[src/rtl/bcd_disp_pkg.sv]
// Seven-segment glyph constants and the BCD-to-segment decoder.
// Segments are ordered {a,b,c,d,e,f,g,dp}, active-low, and dp is always off.
package bcd_disp_pkg;

  localparam logic [7:0] SEG_0     = 8'h03;
  localparam logic [7:0] SEG_1     = 8'h9F;
  localparam logic [7:0] SEG_2     = 8'h25;
  localparam logic [7:0] SEG_3     = 8'h0D;
  localparam logic [7:0] SEG_4     = 8'h99;
  localparam logic [7:0] SEG_5     = 8'h49;
  localparam logic [7:0] SEG_6     = 8'h41;
  localparam logic [7:0] SEG_7     = 8'h1F;
  localparam logic [7:0] SEG_8     = 8'h01;
  localparam logic [7:0] SEG_9     = 8'h09;
  localparam logic [7:0] SEG_BLANK = 8'hFF;

  function automatic logic [7:0] seg_decode(input logic [3:0] d);
    case (d)
      4'd0:    seg_decode = SEG_0;
      4'd1:    seg_decode = SEG_1;
      4'd2:    seg_decode = SEG_2;
      4'd3:    seg_decode = SEG_3;
      4'd4:    seg_decode = SEG_4;
      4'd5:    seg_decode = SEG_5;
      4'd6:    seg_decode = SEG_6;
      4'd7:    seg_decode = SEG_7;
      4'd8:    seg_decode = SEG_8;
      4'd9:    seg_decode = SEG_9;
      default: seg_decode = SEG_BLANK;
    endcase
  endfunction

endpackage

[src/rtl/bcd_scan_counter_tick_gen.sv]
// Free-running prescaler 0..DIV-1; tick is high for the single cycle at DIV-1.
// DIV=1 degenerates to a permanently asserted tick.
module tick_gen #(
  parameter int unsigned DIV = 2
) (
  input  logic clk_in,
  input  logic rst,
  output logic tick
);

  localparam int unsigned W = (DIV > 1) ? $clog2(DIV) : 1;
  localparam logic [W-1:0] TERM = W'(DIV - 1);

  logic [W-1:0] cnt_q;
  logic [W-1:0] cnt_d;

  always_comb begin
    tick  = (cnt_q == TERM);
    cnt_d = tick ? '0 : cnt_q + 1'b1;
  end

  always_ff @(posedge clk_in or posedge rst) begin
    if (rst) cnt_q <= '0;
    else     cnt_q <= cnt_d;
  end

endmodule

[src/rtl/bcd_scan_counter.sv]
// N-digit BCD up/down counter with load and wrap pulse, plus a multiplexed seven-segment scanner.
// Optional leading-zero blanking is enabled by defining BCD_SCAN_LZB_EN.
module bcd_scan_counter
  import bcd_disp_pkg::*;
#(
  parameter int unsigned DIGITS   = 8,
  parameter int unsigned CNT_DIV  = 10_000_000,
  parameter int unsigned SCAN_DIV = 2_000
) (
  input  logic                  clk_in,
  input  logic                  rst,
  input  logic                  stop,
  input  logic                  up_dn,
  input  logic                  load,
  input  logic [4*DIGITS-1:0]   load_val,
  output logic [4*DIGITS-1:0]   count,
  output logic                  wrap,
  output logic [DIGITS-1:0]     an,
  output logic [7:0]            seg
);

  localparam int unsigned CW    = 4 * DIGITS;
  localparam int unsigned IDX_W = (DIGITS > 1) ? $clog2(DIGITS) : 1;
  localparam logic [IDX_W-1:0] IDX_LAST = IDX_W'(DIGITS - 1);

  logic              cnt_tick;
  logic              scan_tick;
  logic [CW-1:0]     count_q, count_d;
  logic              wrap_q, wrap_d;
  logic [IDX_W-1:0]  idx_q, idx_d;
  logic [DIGITS-1:0] an_q, an_d;
  logic [7:0]        seg_q, seg_d;

  logic [CW-1:0]     load_sat;
  logic [CW-1:0]     step_val;
  logic              wrap_step;
  logic [DIGITS-1:0] at_lim;
  logic [DIGITS-1:0] is_zero;
  logic [3:0]        dig   [DIGITS];
  logic [3:0]        moved [DIGITS];

  tick_gen #(.DIV(CNT_DIV)) u_cnt_tick (
    .clk_in (clk_in),
    .rst    (rst),
    .tick   (cnt_tick)
  );

  tick_gen #(.DIV(SCAN_DIV)) u_scan_tick (
    .clk_in (clk_in),
    .rst    (rst),
    .tick   (scan_tick)
  );

  // Per-digit pieces; the carry/borrow chain itself is resolved below.
  for (genvar k = 0; k < DIGITS; k++) begin : g_digit
    assign dig[k]     = count_q[4*k +: 4];
    assign is_zero[k] = (dig[k] == 4'd0);
    assign at_lim[k]  = up_dn ? (dig[k] == 4'd9) : is_zero[k];
    assign moved[k]   = up_dn ? ((dig[k] == 4'd9) ? 4'd0 : dig[k] + 4'd1)
                              : (is_zero[k]       ? 4'd9 : dig[k] - 4'd1);
    assign load_sat[4*k +: 4] = (load_val[4*k +: 4] > 4'd9) ? 4'd9 : load_val[4*k +: 4];
  end

  always_comb begin
    logic run;
    run      = 1'b1;
    step_val = count_q;
    for (int k = 0; k < DIGITS; k++) begin
      if (run) step_val[4*k +: 4] = moved[k];
      run = run & at_lim[k];
    end
    wrap_step = run;
  end

`ifdef BCD_SCAN_LZB_EN
  logic [DIGITS-1:0] blank;

  // A position blanks only when it and every higher digit are zero; digit 0 always shows.
  always_comb begin
    logic zrun;
    zrun  = 1'b1;
    blank = '0;
    for (int k = DIGITS - 1; k >= 0; k--) begin
      zrun     = zrun & is_zero[k];
      blank[k] = zrun && (k != 0);
    end
  end
`endif

  always_comb begin
    count_d = count_q;
    wrap_d  = 1'b0;
    if (load) begin
      count_d = load_sat;
    end else if (cnt_tick && !stop) begin
      count_d = step_val;
      wrap_d  = wrap_step;
    end
  end

  always_comb begin
    idx_d = idx_q;
    if (scan_tick) idx_d = (idx_q == IDX_LAST) ? '0 : idx_q + 1'b1;
  end

  // an and seg are both derived from the same idx_q so they always move together.
  always_comb begin
    an_d = ~(DIGITS'(1) << idx_q);
`ifdef BCD_SCAN_LZB_EN
    seg_d = blank[idx_q] ? SEG_BLANK : seg_decode(dig[idx_q]);
`else
    seg_d = seg_decode(dig[idx_q]);
`endif
  end

  always_ff @(posedge clk_in or posedge rst) begin
    if (rst) begin
      count_q <= '0;
      wrap_q  <= 1'b0;
      idx_q   <= '0;
      an_q    <= '1;
      seg_q   <= SEG_BLANK;
    end else begin
      count_q <= count_d;
      wrap_q  <= wrap_d;
      idx_q   <= idx_d;
      an_q    <= an_d;
      seg_q   <= seg_d;
    end
  end

  assign count = count_q;
  assign wrap  = wrap_q;
  assign an    = an_q;
  assign seg   = seg_q;

endmodule
[config.mk]
export PLATFORM = sky130hd
export DESIGN_NAME = bcd_scan_counter
export DESIGN_NICKNAME = d
export VERILOG_FILES = /design/src/rtl/bcd_disp_pkg.sv /design/src/rtl/bcd_scan_counter_tick_gen.sv /design/src/rtl/bcd_scan_counter.sv
export SDC_FILE = /design/constraint.sdc
export NUM_CORES = 1
export LEC_CHECK = 0
export ABC_CLOCK_PERIOD_IN_PS = 9200
export CELL_PAD_IN_SITES_DETAIL_PLACEMENT = 0
export CELL_PAD_IN_SITES_GLOBAL_PLACEMENT = 2
export CORE_MARGIN = 8
export CORE_UTILIZATION = 36
export DETAILED_ROUTE_END_ITERATION = 10
export GPL_TIMING_DRIVEN = 0
export PLACE_DENSITY = 0.93
export SKIP_LAST_GASP = 1
export SYNTH_ARGS = -nofsm -noshare
export SYNTH_HDL_FRONTEND = slang
export SYNTH_SLANG_ARGS = --single-unit
[constraint.sdc]
create_clock -name clk_in -period 9.2 [get_ports clk_in]
set_clock_uncertainty 0.15 [all_clocks]
set_input_delay 1.84 -clock clk_in [delete_from_list [all_inputs] [get_ports clk_in]]
set_output_delay 1.84 -clock clk_in [all_outputs]
set_load 0.02 [all_outputs]
# ---- Yosys cells after proc, flatten, opt, wreduce, memory -nomap -nowiden
# Memories as Yosys holds them, arrays and structs flattened. A register that Yosys moved wholly into a read port is not among the register bits.
# Index checks and enable logic that the tools add are counted.
dict set report totals {
  ff_bits 87
  romBits 112
  n_memories 1
}
# memory depth width read_ports rd_ports_with_merged_regs write_ports line
set memory_table {}
lappend memory_table {{(name not given)} 16 7 1 1 0 bcd_disp_pkg.sv:18} ;# case (d)
dict set report op_classes {
  addsub 19
  order_cmp 9
  n_eq_ne 11
  shift 1
  n_mux 57
  bitwise_logic 9
  n_reduce_logical 25
}
# cell count
set op_table {}
lappend op_table {{$mux W4} 41}
lappend op_table {{$mux W32} 2}
lappend op_table {{$add A4 B1 Y4 const B} 8}
lappend op_table {{$eq A4 B4 Y1 const B} 8}
lappend op_table {{$gt A4 B4 Y1 const B} 8}
lappend op_table {{$logic_not A4 Y1} 8}
lappend op_table {{$sub A4 B1 Y4 const B} 8}
lappend op_table {{$add A24 B1 Y24 const B} 1}
lappend op_table {{$eq A24 B24 Y1 const B} 1}
lappend op_table {{$mux W24} 1}
lappend op_table {{$reduce_bool A2 Y1} 8}
lappend op_table {{$reduce_and A2 Y1} 7}
lappend op_table {{$bmux W4 S3} 1}
lappend op_table {{$add A11 B1 Y11 const B} 1}
lappend op_table {{$eq A11 B11 Y1 const B} 1}
lappend op_table {{$mux W11} 1}
lappend op_table {{$mux W1} 10}
lappend op_table {{$not A8 Y8} 1}
lappend op_table {{$shl A1 B3 Y8 const A} 1}
lappend op_table {{$and A1 B1 Y1} 7}
lappend op_table {{$ge A4 B4 Y1 const B} 1}
lappend op_table {{$not A3 Y4} 1}
lappend op_table {{$add A3 B1 Y3 const B} 1}
lappend op_table {{$eq A3 B3 Y1 const B} 1}
lappend op_table {{other kinds (3)} 3}

# ---- Logic depth before layout (Yosys ltp)
# Gate-level depths: netlist of the first run.
dict set report logic_depth {
  depth_word 11
  mapped_depth 9
  depth_no_buf 6
}

# ---- Hierarchy
# A second synthesis of the first run with hierarchy kept.
dict set report hier_totals {
  hier_cells 621
  hier_area_um2 5602.9
}
# module n_inst cells_per_inst area_per_inst_um2 seq_area_each_um2
set modules_own_cells {}
lappend modules_own_cells {bcd_scan_counter 1 453 3841.2 1295.0}
lappend modules_own_cells {{tick_gen at u_cnt_tick} 1 115 1194.9 600.6}
lappend modules_own_cells {{tick_gen at u_scan_tick} 1 53 566.8 275.3}

# ---- Worst setup path before layout of the first run
# No wires, ideal clock.
dict set report synth_path {
  kind {in2reg}
  from {input up_dn}
  to {register count_q[18] (netlist: count[18])}
  setup_ps 125
  arrival_ps 3520
  required_time_ps 8925
  slack_ps 5405
  path_stages 8
  cell_sequence {clkbuf_1 clkbuf_1 clkbuf_1 clkbuf_1 nand3_1 o211ai_1 a41oi_1 mux2_2}
}
dict set report synth_between {
  elab_chain_len 6
  word_cells_on_any_way 13
  cone_classes {mux (8); bitwise (3); reduce/logical (2)}
}
# element line
set synth_lines {}
lappend synth_lines {{start, declared} bcd_scan_counter.sv:13} ;# input logic up_dn,
lappend synth_lines {{$mux W1} bcd_scan_counter.sv:58} ;# assign at_lim[k] = up_dn ? (dig[k] == 4'd9) : is_zero[k];
lappend synth_lines {{$and A1 B1 Y1 (3 in a row)} bcd_scan_counter.sv:70} ;# run = run & at_lim[k];
lappend synth_lines {{$reduce_bool A2 Y1 (no source line)} --}
lappend synth_lines {{$reduce_and A2 Y1 (no source line)} --}
lappend synth_lines {{end signal, assigned} bcd_scan_counter.sv:124} ;# count_q <= count_d;
lappend synth_lines {{end, declared} bcd_scan_counter.sv:28} ;# logic [CW-1:0] count_q, count_d;
# Parallel ways exist; a longest one is shown, timed or not. The select of a mux whose other input is x is not followed.
# A chain may end at the register's enable or synchronous reset.

# ---- Worst setup path after layout of the first run
dict set report layout_path {
  from {input up_dn}
  to {register count_q[23] (netlist: count[23])}
}
dict set report layout_between {
  elab_chain_len 7
  word_cells_on_any_way 15
  cone_classes {mux (9); bitwise (4); reduce/logical (2)}
}
# element line
set layout_lines {}
lappend layout_lines {{$mux W1} bcd_scan_counter.sv:58}
lappend layout_lines {{$and A1 B1 Y1 (4 in a row)} bcd_scan_counter.sv:70}
lappend layout_lines {{$reduce_bool A2 Y1 (no source line)} --}
lappend layout_lines {{$reduce_and A2 Y1 (no source line)} --}
# Parallel ways exist; a longest one is shown, timed or not. The select of a mux whose other input is x is not followed.

==> metrics.md, run 1 <==
| Metric | Value |
|---|---|
| Status | `complete, no violations` |
| Die Area | `20500 um2` |
| Pwr per Cell Area | `141 nW/um2` |
| Wire per inst | `17.7 um` |
| Drt drc | `0` |
| Worst Tran Pin Value | `0.890 ns` |
| Crit path kind | `in -> reg` |
| First-pass GRT wire length | `28100 um` |
| Clk sink count | `86` |
| Number of warnings issued by yosys | `0` |
| Post-Synthesis Cells | `676` |
| Number of detailed-route iterations in the first pass | `5` |
| Pleak | `2.79 nW` |
| Final min period | `4.96 ns` |
| Min-delay src | `u_scan_tick.cnt_q[0]` |
| Chip Height | `143 um` |
| Root buffer selected by CTS | `clkbuf_16` |
| Top delay family on crit path | `buffers and inverters` |
| Initial core utilization | `0.367` |
| Hold-fix buffers, CTS | `0` |
| Hold Path Class | `reg -> reg` |
| Ratio of cells with drive above 1 in the final layout | `0.0825` |
| CP Launch Type | `input port` |
| Synth cell types | `64` |
| Rows | `46` |
| Number of enable flip-flop cells after synthesis | `0` |
| Violation count after the first detailed-routing iteration | `329` |
| Reg-to-reg startpoint | `idx_q[0]` |
| Utilization after layout | `0.455` |
| Unrepaired setup endpoints after global routing | `no` |
| CTS H-tree depth | `3` |
| Crit-path max FO | `10` |
| Initial antenna violation count | `0` |
| Final WL | `17500 um` |
| Seq/Total Area, Yosys | `0.373` |
| Critical path arrival | `5.03 ns` |
| Cell Area, Synth | `5820 um2` |
| WP depth | `9` |
| Worst Hold Depth | `1` |
| Most used DFF post-synth | `dfrtp_1` |
| Post-synth net total | `727` |
| Layout area overhead | `23.9%` |
| Postcts setup bufs | `0` |
| Syn_area_per_cell | `8.60 um2` |
| Slew headroom | `0.390` |
| CTS Buf Count | `9` |
| I/O Buffers | `83` |
| Req. time, crit path | `9.27 ns` |
| Post-route ant nets | `0` |
| Async set-reset flop share out of synthesis | `1.00` |
| Vias | `5509` |
| Largest stage delay on the critical path | `0.56 ns` |
| Worst r2r dst | `seg[2]` |
| Post-CTS resize count | `0` |
| Max VDD drop | `0.0912 mV` |
| Die Wd | `143 um` |
| HPWL Detailed | `12900 um` |
| Worst path cell trace | `clkdlybuf4s50_1 -> clkbuf_1 -> clkbuf_1 -> clkbuf_1 -> clkbuf_1 -> mux2i_1 -> a22o_1 -> o21ai_0 -> o211ai_1` |
| Fin. max-slew vios | `0` |
| # setup viols final | `0` |
| GR Util All Layers | `0.175` |
| Nets | `822` |
| R2R depth | `5` |
| #FFs+latches synth | `86` |
| Most numerous cell on the critical path | `clkbuf_1` |
| Setup crit end kind | `flop` |
| Vias in the first global route | `5276` |
| Max-cap violations | `0` |
| Max Clk Rate | `0.202 GHz` |
| Max stage delay cell, worst path | `clkdlybuf4s50_1` |
| Hold worst-path end | `u_scan_tick.cnt_q[0]` |
| Diodes inserted | `0` |
| Final hold violation count | `0` |
| CTS Buffer Depth | `2` |
| Period Utilization, post-route | `0.539` |
| Remaining global-route overflow | `0` |
| Avg Vias per Cell | `5.55` |
| Reg-to-reg slack, setup | `6.02 ns` |
| Clk pin slew, worst setup/hold paths | `0.07 ns` |
| IO Pins | `86` |
| CTS tree | `yes` |
| Final setup TNS | `0 ns` |
| Placer Congestion | `0.908` |
| Largest net degree at the start of global routing | `72` |
| Worst-Skew Late Latency | `0.35 ns` |
| Core ar. | `15800 um2` |
| Buf/Inv on CP | `5` |
## registers in the layout, indices dropped and copies added (netlist names)
name               flops
count                 32
u_cnt_tick.cnt_q      24
u_scan_tick.cnt_q     11
an                     8
seg                    7
idx_q                  3
wrap                   1
## worst reg2reg max path, stage by stage, from the launching register on
cell      delay [ns]
dfrtp_1         0.37
clkbuf_1        0.54
mux4_2          0.63
mux2i_1         0.69
nor3b_1         0.60
a21oi_1         0.11
## cells by family (layout without fill, tap and decap cells)
group,Yosys count,after routing,share of synthesized area
DFF,86,86,0.373
adders and majority gates,14,14,0.0301
xor gates and xnor gates,42,42,0.0633
and+or+nand+nor,279,279,0.256
AOI/OAI and AO/OA,151,151,0.165
other,1,1,0.000645
muxes,23,23,0.0577
buffers and inverters,80,180,0.0538
## where the power goes
group	leakage [nW]	internal (mW)	switching, mW
logic	1.60	0.110	0.148
registers	1.06	0.401	0.0180
clock network	0.124	0.184	0.155
total	2.79	0.695	0.320
## cells in the final DEF, fill, tap and decap left out, types with 9 or more instances in the layout
master and count:
nor4_1 16, clkdlybuf4s50_1 83, ha_1 14, inv_1 23
nor2_1 68, dfstp_2 15, a21oi_1 32, xnor2_1 27
clkbuf_16 9, nor3_1 23, nand2_1 47, or3_1 10
mux2i_1 11, or4_1 9, clkbuf_1 48, nand3_1 35
dfrtp_1 71, xor2_1 15, and3_1 11, a31oi_1 13
o21ai_0 42
## metrics by stage
| stage | power [mW] | instances | instance area [um2] | hold WS [ns] | worst slack [ns] |
|---|---|---|---|---|---|
| floorplan | 0.578 | 676 | 5820 | 0.275 | 5.01 |
| CTS | 1.02 | 992 | 7210 | 0.310 | 4.32 |
| detailed placement | 0.681 | 976 | 6950 | 0.302 | 3.97 |
| global route | 1.06 | 992 | 7210 | 0.358 | 4.11 |
| finish | 1.01 | 992 | 7210 | 0.311 | 4.24 |
| global placement | 0.676 | 975 | 6920 | 0.288 | 3.55 |
## Yosys cell counts, types with 6 or more instances
cell type   n  area [um2]
ha_1       14         175
o31ai_1     7        52.6
nand3b_1    7        52.6
nand3_1    35         175
or4_1       9        67.6
a22oi_1     6        45.0
and3_1     11        68.8
nand2_1    47         176
nand4_1     8        50.1
dfrtp_1    71        1780
clkbuf_1   44         165
nor2_1     68         255
nor4_1     16         100
xor2_1     15         131
a21oi_1    32         160
nor3_1     23         115
o21a_1      7        52.6
dfstp_2    15         394
mux2i_1    11         110
inv_1      24        90.1
o211ai_1    6        45.0
o22ai_1     8        50.1
or3_1      10        62.6
o21ai_0    42         210
a31oi_1    13        81.3
nor2b_1     8        50.1
or2_2       6        37.5
mux4_2      8         180
xnor2_1    27         236
## cell type report
type / instances / area, um2
multi-input cells: 510 / 3330
well taps: 216 / 270
fillers: 1562 / 8620
flip-flops and latches: 86 / 2170
clock buffers: 13 / 240
clock inverters: 3 / 21.3
repair buffers: 84 / 858
inverters: 25 / 96.3
plain buffers: 55 / 219
## how the worst max path moves through the flow
stage                      to  startpoint  slack (ns)
floorplan            count[0]         rst        5.01
global placement    count[11]         rst        3.55
detailed placement  count[23]       up_dn        3.97
CTS                 count[23]       up_dn        4.32
global route        count[23]       up_dn        4.11
finish              count[23]       up_dn        4.24
## routing by layer
metal / GRT usage / up-vias / part of all wire
met3: 0.0357 / 28 / 0.058
met2: 0.277 / 160 / 0.45
met4: 0.0749 / 0 / 0.024
met5: 0 / - / 0
met1: 0.227 / 2689 / 0.47
li1: - / 2632 / -
(Power assumes the default switching activity.)
==> run 2, diff against run 1 <==
ABC_CLOCK_PERIOD_IN_PS = 4410   (was 9200)
CORE_UTILIZATION = 30   (was 36)
PLACE_DENSITY = 0.83   (was 0.93)
clock period = 4.41 ns   (was 9.2 ns; I/O delays follow)
==> metrics.md, run 2 (same netlist as run 1, synthesis figures left out) <==
| Metric | Value |
|---|---|
| Period Utilization, post-route | `0.886` |
| Initial core utilization | `0.302 (-0.0657)` |
| Initial antenna violation count | `0 (unchanged)` |
| Diodes inserted | `0 (unchanged)` |
| Violation count after the first detailed-routing iteration | `357 (+8.5%)` |
| Hold-fix buffers, CTS | `0 (unchanged)` |
| Sequential share of power | `0.406 (-0.006)` |
| I/O Buffers | `83 (unchanged)` |
| Max reg flops | `32 (unchanged)` |
| Comb pwr share | `0.249 (-0.005)` |
| CTS H-tree depth | `3 (unchanged)` |
| Die Area | `24100 um2 (+18%)` |
| Root buffer selected by CTS | `clkbuf_16` |
| HPWL Detailed | `13300 um (+3.4%)` |
| First-pass GRT wire length | `28800 um (+2.4%)` |
| Commonest non-fill, non-tap cell in the layout | `clkdlybuf4s50_1` |
| Utilization after layout | `0.378 (-0.0770)` |
| Final hold violation count | `0 (unchanged)` |
| Drt drc | `0 (unchanged)` |
| Worst-Skew Late Latency | `0.35 ns (about the same)` |
| Pwr per Cell Area | `295 nW/um2 (+110%)` |
| Placer Congestion | `0.820 (-9.7%)` |
| Largest net degree at the start of global routing | `47 (-35%)` |
| Max Clk Rate | `0.256 GHz` |
| Sw frac | `0.319 (+0.00325)` |
| Clk sink count | `86 (unchanged)` |
| Vias | `5291 (-4.0%)` |
| Internal Power | `1.46 mW (+110%)` |
| CTS Buffer Depth | `2 (unchanged)` |
| # setup viols final | `0 (unchanged)` |
| Crit path kind | `in -> reg` |
| Vias in the first global route | `5055 (-4.2%)` |
| GR Util All Layers | `0.152 (-0.0231)` |
| Wire per inst | `17.4 um (-1.6%)` |
| Number of detailed-route iterations in the first pass | `5 (unchanged)` |
| Layout area overhead | `25.4%` |
| Req. time, crit path | `4.50 ns (-4.77 ns)` |
| Max-cap violations | `0 (unchanged)` |
| CTS Buf Count | `9 (unchanged)` |
| Ratio of cells with drive above 1 in the final layout | `0.0876 (+0.00515)` |
| Critical path arrival | `3.99 ns (-1.04 ns)` |
| Postcts setup bufs | `0 (unchanged)` |
| Worst Tran Pin Value | `0.924 ns (+0.0338 ns)` |
| Placed standard-cell area | `7010 um2 (+0.88%)` |
| Crit-path max FO | `10 (unchanged)` |
| Post-CTS resize count | `0 (unchanged)` |
| Slew headroom | `0.367 (-0.0232)` |
| Final min period | `3.91 ns` |
| Die Wd | `155 um (+8.5%)` |
| Fin area | `7290 um2 (+1.2%)` |
| Switching pwr | `686 uW (+110%)` |
| Total power draw | `2.15 mW (+110%)` |
| Fin. max-slew vios | `0 (unchanged)` |
| IO Pins | `86 (unchanged)` |
| Rows | `51 (+11%)` |
| CTS tree | `yes` |
| Chip Height | `155 um (+8.5%)` |
| Unrepaired setup endpoints after global routing | `no` |
| Hold Path Class | `reg -> reg` |
| Pleak | `2.81 nW (+0.67%)` |
| Final WL | `18100 um (+3.3%)` |
| Post-route ant nets | `0 (unchanged)` |
| Part of the power in the clock network | `0.345 (+0.011)` |
| Core ar. | `19300 um2 (+22%)` |
| Avg Vias per Cell | `5.08 (-8.5%)` |
| Commonest non-fill, non-tap cells in the layout | `clkdlybuf4s50_1, dfrtp_1, nor2_1, nand2_1, clkbuf_1` |
| Setup crit end kind | `flop` |
| Clk pin slew, worst setup/hold paths | `0.07 ns (about the same)` |
| Remaining global-route overflow | `0 (unchanged)` |
| Nets | `822 (unchanged)` |
| Status | `complete, no violations` |
| CP Launch Type | `input port` |
| Max VDD drop | `0.163 mV (+78%)` |
run 2: cell count changes in the layout (fill, tap and decap cells not counted):
cell        delta
clkbuf_8       +1
clkinv_2       +1
clkinvlp_4     -1
clkinv_4       +3
clkbuf_1       -4
run 2: path summary, 6_finish.rpt:
kind                                           start                   end  slack (ns)  cells after the start
min in group asynchronous                        rst  u_scan_tick.cnt_q[9]        0.80                      2
worst min register to register  u_scan_tick.cnt_q[0]  u_scan_tick.cnt_q[0]        0.30                      1
max in group asynchronous                        rst             count[26]        2.70                      3
worst min-delay path            u_scan_tick.cnt_q[0]  u_scan_tick.cnt_q[0]        0.30                      1
worst max-delay path                           up_dn             count[17]        0.50                     10
worst max register to register              idx_q[0]                seg[4]        1.30                      5
run 2: final cells by class:
type                    count  area [um2]
fillers                  2013       12000
multi-input cells         510        3330
flip-flops and latches     86        2170
repair buffers             84         858
well taps                 265         332
clock buffers              10         239
plain buffers              55         219
inverters                  25        96.3
clock inverters             6        45.0
run 2: power by group through the flow:
| stage | Combinational (mW) | Sequential (mW) | Clock [mW] |
|---|---|---|---|
| finish | 0.535 | 0.872 | 0.743 |
| global route | 0.586 | 0.877 | 0.791 |
| CTS | 0.538 | 0.873 | 0.768 |
| detailed placement | 0.535 | 0.887 | 0 |
| global placement | 0.532 | 0.888 | 0 |
| floorplan | 0.281 | 0.926 | 0 |
run 2: per-layer routing:
layer	GRT usage	vias up	share of wire
met2	0.236	135	0.45
met3	0.0264	19	0.049
li1	-	2635	-
met5	0	-	0
met4	0.0518	0	0.016
met1	0.210	2502	0.49
run 2: per-stage QoR:
| step | setup TNS (ns) | cells | hold slack [ns] | worst slack, ns |
|---|---|---|---|---|
| global placement | -31.84 | 1024 | 0.297 | -0.455 |
| floorplan | 0 | 676 | 0.275 | 1.18 |
| finish | 0 | 1041 | 0.303 | 0.503 |
| CTS | 0 | 1041 | 0.305 | 0.471 |
| detailed placement | 0 | 1025 | 0.295 | 0.118 |
| global route | 0 | 1041 | 0.319 | 0.249 |
run 2: critical path: stages:
cell	delay [ns]
clkdlybuf4s50_1	0.57
clkbuf_1	0.44
clkbuf_1	0.38
clkbuf_1	0.53
clkbuf_1	0.46
xnor2_1	0.17
nand2_1	0.06
o21ai_0	0.08
o21ai_0	0.12
mux2_2	0.28
==> run 3, diff against run 2 <==
REMOVE_ABC_BUFFERS = 1   (was not set)
==> metrics.md, run 3 (same netlist as run 1, synthesis figures left out) <==
| Metric | Value |
|---|---|
| Status | `complete, no violations` |
| Final min period | `3.41 ns (-0.501 ns)` |
| Die Area | `24100 um2 (unchanged)` |
| Utilization after layout | `0.369 (-0.00889)` |
| Hold-fix buffers, CTS | `0 (unchanged)` |
| Pre-CTS setup slack | `0.648 ns (+0.530 ns)` |
| Layout area overhead | `22.4%` |
| Max-cap violations | `0 (unchanged)` |
| IO Pins | `86 (unchanged)` |
| Die Wd | `155 um (unchanged)` |
| Clk pin slew, worst setup/hold paths | `0.07 ns (about the same)` |
| Avg Vias per Cell | `5.17 (+1.7%)` |
| CTS Buffer Depth | `2 (unchanged)` |
| CTS H-tree depth | `3 (unchanged)` |
| Diodes inserted | `0 (unchanged)` |
| Final hold violation count | `0 (unchanged)` |
| Fin. max-slew vios | `0 (unchanged)` |
| CTS Buf Count | `9 (unchanged)` |
| Remaining global-route overflow | `0 (unchanged)` |
| Violation count after the first detailed-routing iteration | `289 (-19%)` |
| Max Clk Rate | `0.294 GHz (+15%)` |
| GR Util All Layers | `0.135 (-0.0167)` |
| Setup crit end kind | `flop` |
| Placer Congestion | `0.763 (-6.9%)` |
| Ratio of cells with drive above 1 in the final layout | `0.0913 (+0.00366)` |
| Initial core utilization | `0.302 (unchanged)` |
| Dpl cells | `972 (-5.2%)` |
| Wire per inst | `16.2 um (-6.8%)` |
| Unrepaired setup endpoints after global routing | `no` |
| Nets | `769 (-6.4%)` |
| Crit-path max FO | `37 (+27)` |
| Final setup TNS | `0 ns (unchanged)` |
| Hold Path Class | `reg -> reg` |
| Crit. Startpoint | `up_dn` |
| Post-CTS resize count | `0 (unchanged)` |
| Worst-Skew Late Latency | `0.34 ns (about the same)` |
| Chip Height | `155 um (unchanged)` |
| Worst Tran Pin Value | `1.22 ns (+0.296 ns)` |
| Post-route ant nets | `0 (unchanged)` |
| Period Utilization, post-route | `0.772 (-0.114)` |
| Pleak | `2.75 nW (-2.0%)` |
| Min-delay src | `u_scan_tick.cnt_q[0]` |
| Core ar. | `19300 um2 (unchanged)` |
| Slew headroom | `0.186 (-0.181)` |
| Reg-to-reg startpoint | `u_cnt_tick.cnt_q[0]` |
| Critical path arrival | `3.48 ns (-0.51 ns)` |
| Commonest non-fill, non-tap cells in the layout | `clkdlybuf4s50_1, dfrtp_1, nor2_1, nand2_1, o21ai_0` |
| CP Launch Type | `input port` |
| First-pass GRT wire length | `26400 um (-8.3%)` |
| Final WL | `16000 um (-12%)` |
| Drt drc | `0 (unchanged)` |
| I/O Buffers | `84 (+1.2%)` |
| Max VDD drop | `0.163 mV (+0.22%)` |
| Number of detailed-route iterations in the first pass | `6 (+1)` |
| CTS tree | `yes` |
| HPWL Detailed | `11600 um (-13%)` |
| Clk sink count | `86 (unchanged)` |
| Commonest non-fill, non-tap cell in the layout | `clkdlybuf4s50_1` |
| Non-Filler Instances | `988 (-5.1%)` |
| Req. time, crit path | `4.49 ns (about the same)` |
| Root buffer selected by CTS | `clkbuf_16` |
| Max reg flops | `32 (unchanged)` |
| # setup viols final | `0 (unchanged)` |
| Largest net degree at the start of global routing | `47 (unchanged)` |
| Postcts setup bufs | `0 (unchanged)` |
| Layout filler cell count | `1960 (-2.6%)` |
| Pwr per Cell Area | `304 nW/um2 (+3.2%)` |
| Initial antenna violation count | `0 (unchanged)` |
| Setup ws final | `1.00 ns (+0.501 ns)` |
| Crit path kind | `in -> reg` |
| Vias in the first global route | `4935 (-2.4%)` |
| Rows | `51 (unchanged)` |
| Vias | `5106 (-3.5%)` |
## run 3: cell types whose count changed in the layout (fill, tap and decap cells not counted), moves of 2 or more
cell,delta
buf_2,-2
buf_1,-5
buf_4,-2
clkbuf_1,-44
## run 3: layout make-up
type                            instances  area [um2]  share of cell area
Clock inverter                          7        81.3              0.0114
Multi-Input combinational cell        510        3340               0.469
Timing Repair Buffer                   86         878               0.123
Inverter                               25        96.3              0.0135
Clock buffer                            9         225              0.0316
Sequential cell                        86        2170               0.305
Tap cell                              265         332              0.0466
## run 3: path summary, 6_finish.rpt
| path | end | slack [ns] | cells after the start |
|---|---|---|---|
| min in group asynchronous | u_scan_tick.cnt_q[4] | 0.79 | 2 |
| worst min register to register | u_scan_tick.cnt_q[0] | 0.32 | 1 |
| worst max-delay path | count[31] | 1.00 | 6 |
| max in group asynchronous | count[25] | 2.70 | 3 |
| worst max register to register | count[31] | 1.14 | 6 |
| worst min-delay path | u_scan_tick.cnt_q[0] | 0.32 | 1 |
## run 3: worst max-delay path, stage by stage
cell and delay, ns:
buf_2 0.53, and3_1 0.26, o21a_1 0.22, nand4_1 0.63
or2_2 0.59, a311o_1 0.35
## run 3: where the power goes
group          total [mW]  internal [mW]  switching [mW]  leakage, nW
clock network       0.790          0.447           0.343        0.152
registers           0.939          0.834           0.105         1.06
logic               0.437          0.216           0.221         1.54
total                2.17           1.50           0.669         2.75
## run 3: per-stage QoR
step | area [um2] | hold WS (ns) | total power [mW]
after floorplan | 5600 | 0.275 | 1.18
after global placement | 6770 | 0.292 | 1.38
after detailed placement | 6810 | 0.294 | 1.39
after CTS | 7120 | 0.311 | 2.20
after global routing | 7120 | 0.351 | 2.28
final | 7120 | 0.316 | 2.17
## run 3: layer usage
metal | global-route usage | wire length, um | up-vias
met1 | 0.179 | 7480 | 2450
li1 | - | - | 2527
met5 | 0 | 0 | -
met4 | 0.0425 | 204 | 0
met3 | 0.0261 | 912 | 13
met2 | 0.219 | 7440 | 116
